===== config.mk =====
export PLATFORM = sky130hd
export DESIGN_NAME = host_cycle_sync_flat
export DESIGN_NICKNAME = d
export VERILOG_FILES = /design/src/rtl/host_cycle_sync_if.sv /design/src/rtl/host_cycle_sync.sv /design/src/flat_wrapper.sv
export SDC_FILE = /design/constraint.sdc
export NUM_CORES = 1
export LEC_CHECK = 0
export ABC_AREA = 0
export CORE_ASPECT_RATIO = 1.75
export CORE_MARGIN = 2
export CORE_UTILIZATION = 35
export CTS_CLUSTER_SIZE = 24
export DETAILED_ROUTE_END_ITERATION = 10
export GPL_TIMING_DRIVEN = 0
export PLACE_DENSITY = 0.54
export SLEW_MARGIN = 20
export SYNTH_ARGS = -nofsm -noshare
export SYNTH_HDL_FRONTEND = slang
export SYNTH_SLANG_ARGS = --single-unit

===== constraint.sdc =====
create_clock -name clk -period 2.4 [get_ports clk]
set_input_delay 0.36 -clock clk [delete_from_list [all_inputs] [get_ports clk]]
set_output_delay 0.36 -clock clk [all_outputs]
set_load 0.01 [all_outputs]

===== src/rtl/host_cycle_sync_if.sv =====
// Host-access sequencing bus: edge/request inputs toward the sequencer,
// clock-select / RDY / status outputs back, plus an FSM state debug tap.
interface host_cycle_sync_if;
  logic       host_edge;
  logic       req;
  logic       sel_host;
  logic       cpu_rdy;
  logic       done;
  logic       timeout;
  logic [1:0] state_dbg;

  // master: edge detector + CPU request side; slave: the sequencer itself
  modport master (
    output host_edge, req,
    input  sel_host, cpu_rdy, done, timeout, state_dbg
  );

  modport slave (
    input  host_edge, req,
    output sel_host, cpu_rdy, done, timeout, state_dbg
  );
endinterface


===== src/rtl/host_cycle_sync.sv =====
// Sequences a CPU host-bus access: stall, sync to a host edge, run on the
// host clock for HOST_EDGES cycles, hold LEAD_CYCLES fast clocks, release.
module host_cycle_sync #(
  parameter int HOST_EDGES  = 1,
  parameter int LEAD_CYCLES = 2,
  parameter int TIMEOUT     = 255,
  parameter int CNT_W       = 8
) (
  input  logic              clk,
  input  logic              srst,
  host_cycle_sync_if.slave  bus
);

  typedef enum logic [1:0] {
    IDLE    = 2'd0,
    SYNC    = 2'd1,
    ACCESS  = 2'd2,
    RELEASE = 2'd3
  } state_t;

  localparam logic [CNT_W-1:0] EDGE_LOAD = CNT_W'(HOST_EDGES - 1);
  localparam logic [CNT_W-1:0] LEAD_LOAD = CNT_W'((LEAD_CYCLES == 0) ? 0 : LEAD_CYCLES - 1);
  localparam logic [CNT_W-1:0] WAIT_LAST = CNT_W'(TIMEOUT - 1);

  state_t           state_q, state_n;
  logic             sel_q, sel_n;
  logic             rdy_q, rdy_n;
  logic             done_q, done_n;
  logic             to_q, to_n;
  logic [CNT_W-1:0] wait_q, wait_n;
  logic [CNT_W-1:0] edge_q, edge_n;
  logic [CNT_W-1:0] lead_q, lead_n;

  // Falling edge: the same edge the host edge detector uses.
  always_ff @(negedge clk) begin
    if (srst) begin
      state_q <= IDLE;
      sel_q   <= 1'b0;
      rdy_q   <= 1'b1;
      done_q  <= 1'b0;
      to_q    <= 1'b0;
      wait_q  <= '0;
      edge_q  <= '0;
      lead_q  <= '0;
    end else begin
      state_q <= state_n;
      sel_q   <= sel_n;
      rdy_q   <= rdy_n;
      done_q  <= done_n;
      to_q    <= to_n;
      wait_q  <= wait_n;
      edge_q  <= edge_n;
      lead_q  <= lead_n;
    end
  end

  always_comb begin
    state_n = state_q;
    sel_n   = sel_q;
    rdy_n   = rdy_q;
    done_n  = 1'b0;
    to_n    = to_q;
    wait_n  = wait_q;
    edge_n  = edge_q;
    lead_n  = lead_q;

    unique case (state_q)
      // host_edge is deliberately ignored here so a pulse coincident with
      // req can never serve as the sync edge.
      IDLE: begin
        if (bus.req) begin
          state_n = SYNC;
          rdy_n   = 1'b0;
          wait_n  = '0;
        end
      end

      SYNC: begin
        if (bus.host_edge) begin
          state_n = ACCESS;
          sel_n   = 1'b1;
          edge_n  = EDGE_LOAD;
        end else if (!bus.req) begin
          state_n = IDLE;
          rdy_n   = 1'b1;
        end else if (wait_q == WAIT_LAST) begin
          state_n = IDLE;
          rdy_n   = 1'b1;
          to_n    = 1'b1;
        end else begin
          wait_n  = wait_q + 1'b1;
        end
      end

      // Committed: req is no longer looked at until the access completes.
      ACCESS: begin
        if (bus.host_edge) begin
          if (edge_q != '0) begin
            edge_n = edge_q - 1'b1;
          end else if (LEAD_CYCLES == 0) begin
            state_n = IDLE;
            sel_n   = 1'b0;
            rdy_n   = 1'b1;
            done_n  = 1'b1;
          end else begin
            state_n = RELEASE;
            lead_n  = LEAD_LOAD;
          end
        end
      end

      RELEASE: begin
        if (lead_q == '0) begin
          state_n = IDLE;
          sel_n   = 1'b0;
          rdy_n   = 1'b1;
          done_n  = 1'b1;
        end else begin
          lead_n  = lead_q - 1'b1;
        end
      end

      default: state_n = IDLE;
    endcase
  end

  assign bus.sel_host  = sel_q;
  assign bus.cpu_rdy   = rdy_q;
  assign bus.done      = done_q;
  assign bus.timeout   = to_q;
  assign bus.state_dbg = state_q;

endmodule

===== src/flat_wrapper.sv =====
// flat-port wrapper written by rule: the top's interface ports become plain ports
module host_cycle_sync_flat 
#(
  parameter int HOST_EDGES  = 1,
  parameter int LEAD_CYCLES = 2,
  parameter int TIMEOUT     = 255,
  parameter int CNT_W       = 8
)
  (clk, srst, bus_host_edge, bus_req, bus_sel_host, bus_cpu_rdy, bus_done, bus_timeout, bus_state_dbg);
  host_cycle_sync_if bus_i ();
  input  logic clk;
  input  logic srst;
  input wire logic [$bits(bus_i.host_edge)-1:0] bus_host_edge;
  input wire logic [$bits(bus_i.req)-1:0] bus_req;
  output wire logic [$bits(bus_i.sel_host)-1:0] bus_sel_host;
  output wire logic [$bits(bus_i.cpu_rdy)-1:0] bus_cpu_rdy;
  output wire logic [$bits(bus_i.done)-1:0] bus_done;
  output wire logic [$bits(bus_i.timeout)-1:0] bus_timeout;
  output wire logic [$bits(bus_i.state_dbg)-1:0] bus_state_dbg;
  assign bus_i.host_edge = bus_host_edge;
  assign bus_i.req = bus_req;
  assign bus_sel_host = bus_i.sel_host;
  assign bus_cpu_rdy = bus_i.cpu_rdy;
  assign bus_done = bus_i.done;
  assign bus_timeout = bus_i.timeout;
  assign bus_state_dbg = bus_i.state_dbg;
  host_cycle_sync #(.HOST_EDGES(HOST_EDGES), .LEAD_CYCLES(LEAD_CYCLES), .TIMEOUT(TIMEOUT), .CNT_W(CNT_W)) u_core (.clk(clk), .srst(srst), .bus(bus_i));
endmodule

Word level (Yosys, flattened, before mapping)
Cells that the tools add are included.
{"block": "word_totals", "register_bits": 30, "output_inout_bits": 6, "word_cells": 76}
{"block": "classes", "add_sub_neg": 3, "eq_ne": 16, "n_mux": 31, "bitwise_logic": 2, "n_reduce_logical": 16}
{"operator": "$mux W8", "n": 10}
{"operator": "$pmux W8 S2", "n": 3}
{"operator": "$ne A2 B2 Y1 const B", "n": 8}
{"operator": "$sub A8 B1 Y8 const B", "n": 2}
{"operator": "$reduce_and A5 Y1", "n": 3}
{"operator": "$mux W2", "n": 7}
{"operator": "$reduce_and A4 Y1", "n": 3}
{"operator": "$add A8 B1 Y8 const B", "n": 1}
{"operator": "$eq A8 B8 Y1 const B", "n": 1}
{"operator": "$logic_not A8 Y1", "n": 1}
{"operator": "$mux W1", "n": 8}
{"operator": "$pmux W2 S4", "n": 1}
{"operator": "$reduce_bool A2 Y1", "n": 4}
{"operator": "$reduce_bool A8 Y1", "n": 1}
{"operator": "$eq A2 B2 Y1 const B", "n": 2}
{"operator": "$ne A2 B1 Y1 const B", "n": 2}
{"operator": "$ne A4 B3 Y1 const B", "n": 1}
{"operator": "$ne A3 B2 Y1 const B", "n": 1}
{"operator": "$pmux W1 S3", "n": 1}
{"operator": "$reduce_and A3 Y1", "n": 1}
{"operator": "$reduce_bool A3 Y1", "n": 1}
{"operator": "$eq A2 B1 Y1 const B", "n": 1}
{"operator": "$logic_not A2 Y1", "n": 1}
{"operator": "$not A1 Y1", "n": 2}
{"operator": "2 further kinds", "n": 2}

Logic depth before layout (Yosys ltp)
{"block": "logic_depth", "ltp_word": 5, "mapped_depth": 8, "ltp_nobuf": 7}

==> results.py <==
metrics = {
    "outcome": {
        "outcome": "complete, no violations",
    },
    "clocking": {
        "insertion_delay_ps": 350,
        "cts_made_buffers": 5,
        "clk_path_buf_depth": 2,
        "ctsHoldBuffers": 0,
        "clock_sinks": 30,
        "htreeDepth": 2,
        "cts-root-buf": "clkbuf_8",
        "path_clk_slew_ps": 40,
        "cts_tree": "yes",
    },
    "yosys": {
        "yosysTopAreaCellShare_pct": 35.56,
        "synth_top_cell_by_area": "dfxtp_1",
        "synth-main-ff-cell": "dfxtp_1",
        "synth_cells": 200,
        "synthTopCellsByCount": "dfxtp_1 (30), nor2_1 (23), nand2_1 (17)",
        "synth_edf_count": 0,
        "synth_nets": 210,
        "synth.area.top_cells": "dfxtp_1 (36%), nor2_1 (5.1%), ha_1 (4.4%)",
        "synth_area_sq_um": 1689,
        "synth_fa_ha_area_share_pct": 4.444,
        "seq_area_frac_synth_pct": 35.56,
        "synth_warnings": 0,
        "synthSimpleGateAreaFrac_pct": 30.07,
        "synth_top_family_by_area": "simple AND/OR/NAND/NOR gates",
        "synth_async_sr_flop_share_pct": 0,
        "synthMuxAreaShare_pct": 1.926,
        "ys_ff_latch": 30,
        "synth_xor_area_share_pct": 5.704,
        "yosysMostFrequentCell": "dfxtp_1",
        "synth_compound_area_share_pct": 16.81,
        "avgSynthCellArea_sq_um": 8.446,
        "ys_types": 51,
    },
    "finish": {
        "drive_above_1_share_pct": 21.72,
        "fillers": 496,
        "regArea_sq_um": 603.1,
        "multi_input_area_sq_um": 1121,
        "fin_util_pct": 45.83,
        "antenna_cells": 0,
        "num-nets-final": 254,
        "area_delta_synth_final_pct": 26.59,
    },
    "drt": {
        "via_per_inst": 5.355,
        "drt_iter0_markers": 40,
        "routedWlPerCell_um": 13.80,
        "antenna_left": 0,
        "wl_um": 4085,
        "vias": 1585,
        "drc": 0,
        "drt_first_pass_iters": 4,
    },
    "power_and_ir_drop": {
        "powerDensity_nw_per_um2": 625.6,
        "ir_drop_mv": 0.5072,
        "p_leak_nw": 0.8993,
        "p_int_w": 0.0008773,
        "seq_power_share_pct": 40.5,
        "sw_frac_of_total_pct": 34.41,
        "power_switching_w": 0.0004603,
        "pwr-share-comb_pct": 16.8,
        "clock_power_share_pct": 42.7,
    },
    "timing": {
        "final-hold-violation-count": 0,
        "slew_viol_final": 0,
        "fin_ws_ps": 27.57,
        "slew_headroom_pct": 71.01,
        "setup_viol": 0,
        "skew_ps": 14.52,
        "tightest_slew_ps": 434.9,
        "rsz0062_at_grt": "false",
    },
    "critical_path": {
        "cp_data_required_time_ps": 2040,
        "cp_num_buf_inv": 1,
        "crit_fanout": 3,
        "cp.arrival_ps": 2010,
        "critPathKind": "register to output port",
        "crit_path_top_delay_cell": "dfxtp_2",
        "critPathMaxStageDelay_ps": 330,
        "critical_path.cell_chain": "buf_2",
        "crit_family": "flip-flops",
        "start_kind": "register",
        "end_kind": "output port",
    },
    "floorplan": {
        "ios": 10,
        "dieWidth_um": 56.52,
        "rows": 33,
        "die_height_um": 95.90,
        "die_area_sq_um": 5420,
        "core_region_area_sq_um": 4666,
        "initial_core_util_pct": 36.20,
    },
    "hold_path": {
        "hold_class": "register to register",
    },
    "grt": {
        "grt_pass1_vias": 1611,
        "grt_max_degree": 11,
        "gr-total-overflow": 0,
        "antenna_found_initial": 0,
        "grt_first_pass_wirelength_um": 6962,
        "grt_usage_pct": 16.56,
    },
    "job": {
        "cap_violations": 0,
    },
    "placement": {
        "io_buffer_count": 8,
        "dp_slack_ps": -832.3,
        "place_congestion": 0.7589,
        "hpwl_um": 2918,
    },
}
## cell families (layout without fill, tap and decap cells)
family                     count (synthesis)  in the layout
adders and majority gates                  6              6
xor gates and xnor gates                  11             11
buffers and inverters                     20             64
AOI/OAI and AO/OA                         38             38
DFF                                       30             30
and+or+nand+nor                           92             92
muxes                                      3              3
## layer usage
metal | track usage, % | wire [um] | part of all wire, %
met2 | 29.46 | 2293 | 56
met4 | 11.51 | 93 | 2.3
met3 | 6.586 | 129 | 3.2
met1 | 15.13 | 1567 | 38
met5 | 0 | 0 | 0
## power groups by stage
| stage | sequential [W] | clock [W] | combinational, W |
|---|---|---|---|
| finish | 0.000541 | 0.000571 | 0.000225 |
| global route | 0.000543 | 0.000663 | 0.000252 |
| CTS | 0.000539 | 0.000616 | 0.000221 |
| detailed placement | 0.000546 | 0.0000789 | 0.000223 |
| global placement | 0.000546 | 0.0000789 | 0.000223 |
| floorplan | 0.000546 | 0.0000789 | 0.000163 |
## per-stage QoR
stage	std cells	hold WS (ps)	cell area [sq um]	total power (W)	TNS (ps)
floorplan	200	485.0	1772	0.0007875	-936.9
global placement	260	457.0	1917	0.0008476	-13810
detailed placement	260	468.2	1917	0.0008486	-14020
CTS	295	471.7	2081	0.001376	0
global route	296	490.4	2138	0.001458	0
finish	296	463.9	2138	0.001338	0
## layout by cell type, fill, tap and decap left out, types with 4 or more instances in the layout
master    synthesis  routed
clkbuf_8          1       5
dfxtp_1          30      28
xnor2_1           7       7
inv_1            10      40
ha_1              6       6
buf_2             3       9
nand3_1           7       7
nor3b_1           5       4
a21oi_1           7       7
nor3_1           10       9
nor2_1           23      23
a211oi_1          6       6
nand2_1          17      14
xor2_1            4       4
## final timing paths
check                                     to  cells after the start                             start  slack (ps)
max reg2reg    u_core.lead_q[5]$_SDFFE_NP0P_                      7     u_core.lead_q[1]$_SDFFE_NP0P_         300
max                             bus_sel_host                      1  u_core.bus.sel_host$_SDFFE_NP0P_          30
min reg2reg  u_core.bus.timeout$_SDFFE_NP0P_                      2   u_core.bus.timeout$_SDFFE_NP0P_         460
min          u_core.bus.timeout$_SDFFE_NP0P_                      2   u_core.bus.timeout$_SDFFE_NP0P_         460
## registers in the layout (all words and copies together) (netlist names), named ones only
register and flops:
u_core.wait_q 8, u_core.bus.state_dbg 1, u_core.edge_q 8, u_core.bus.done 1, u_core.lead_q 8, u_core.bus.sel_host 1
u_core.bus.timeout 1, u_core.bus.cpu_rdy 1
## area by class of cell
class / instances / area share [%]
clock buffers: 5 / 3.218
multi-input cells: 150 / 52.43
clock inverters: 32 / 5.617
well taps: 52 / 3.043
inverters: 9 / 1.931
plain buffers: 9 / 3.101
flip-flops and latches: 30 / 28.20
repair buffers: 9 / 2.458
## repair_timing
item / 4_1_cts / 5_1_grt
pin swaps: 0 / 1
buffers inserted: 0 / 1
gates resized for setup: 31 / 14
endpoints found under the setup margin: 21 / 19
(Power assumes the default switching activity.)
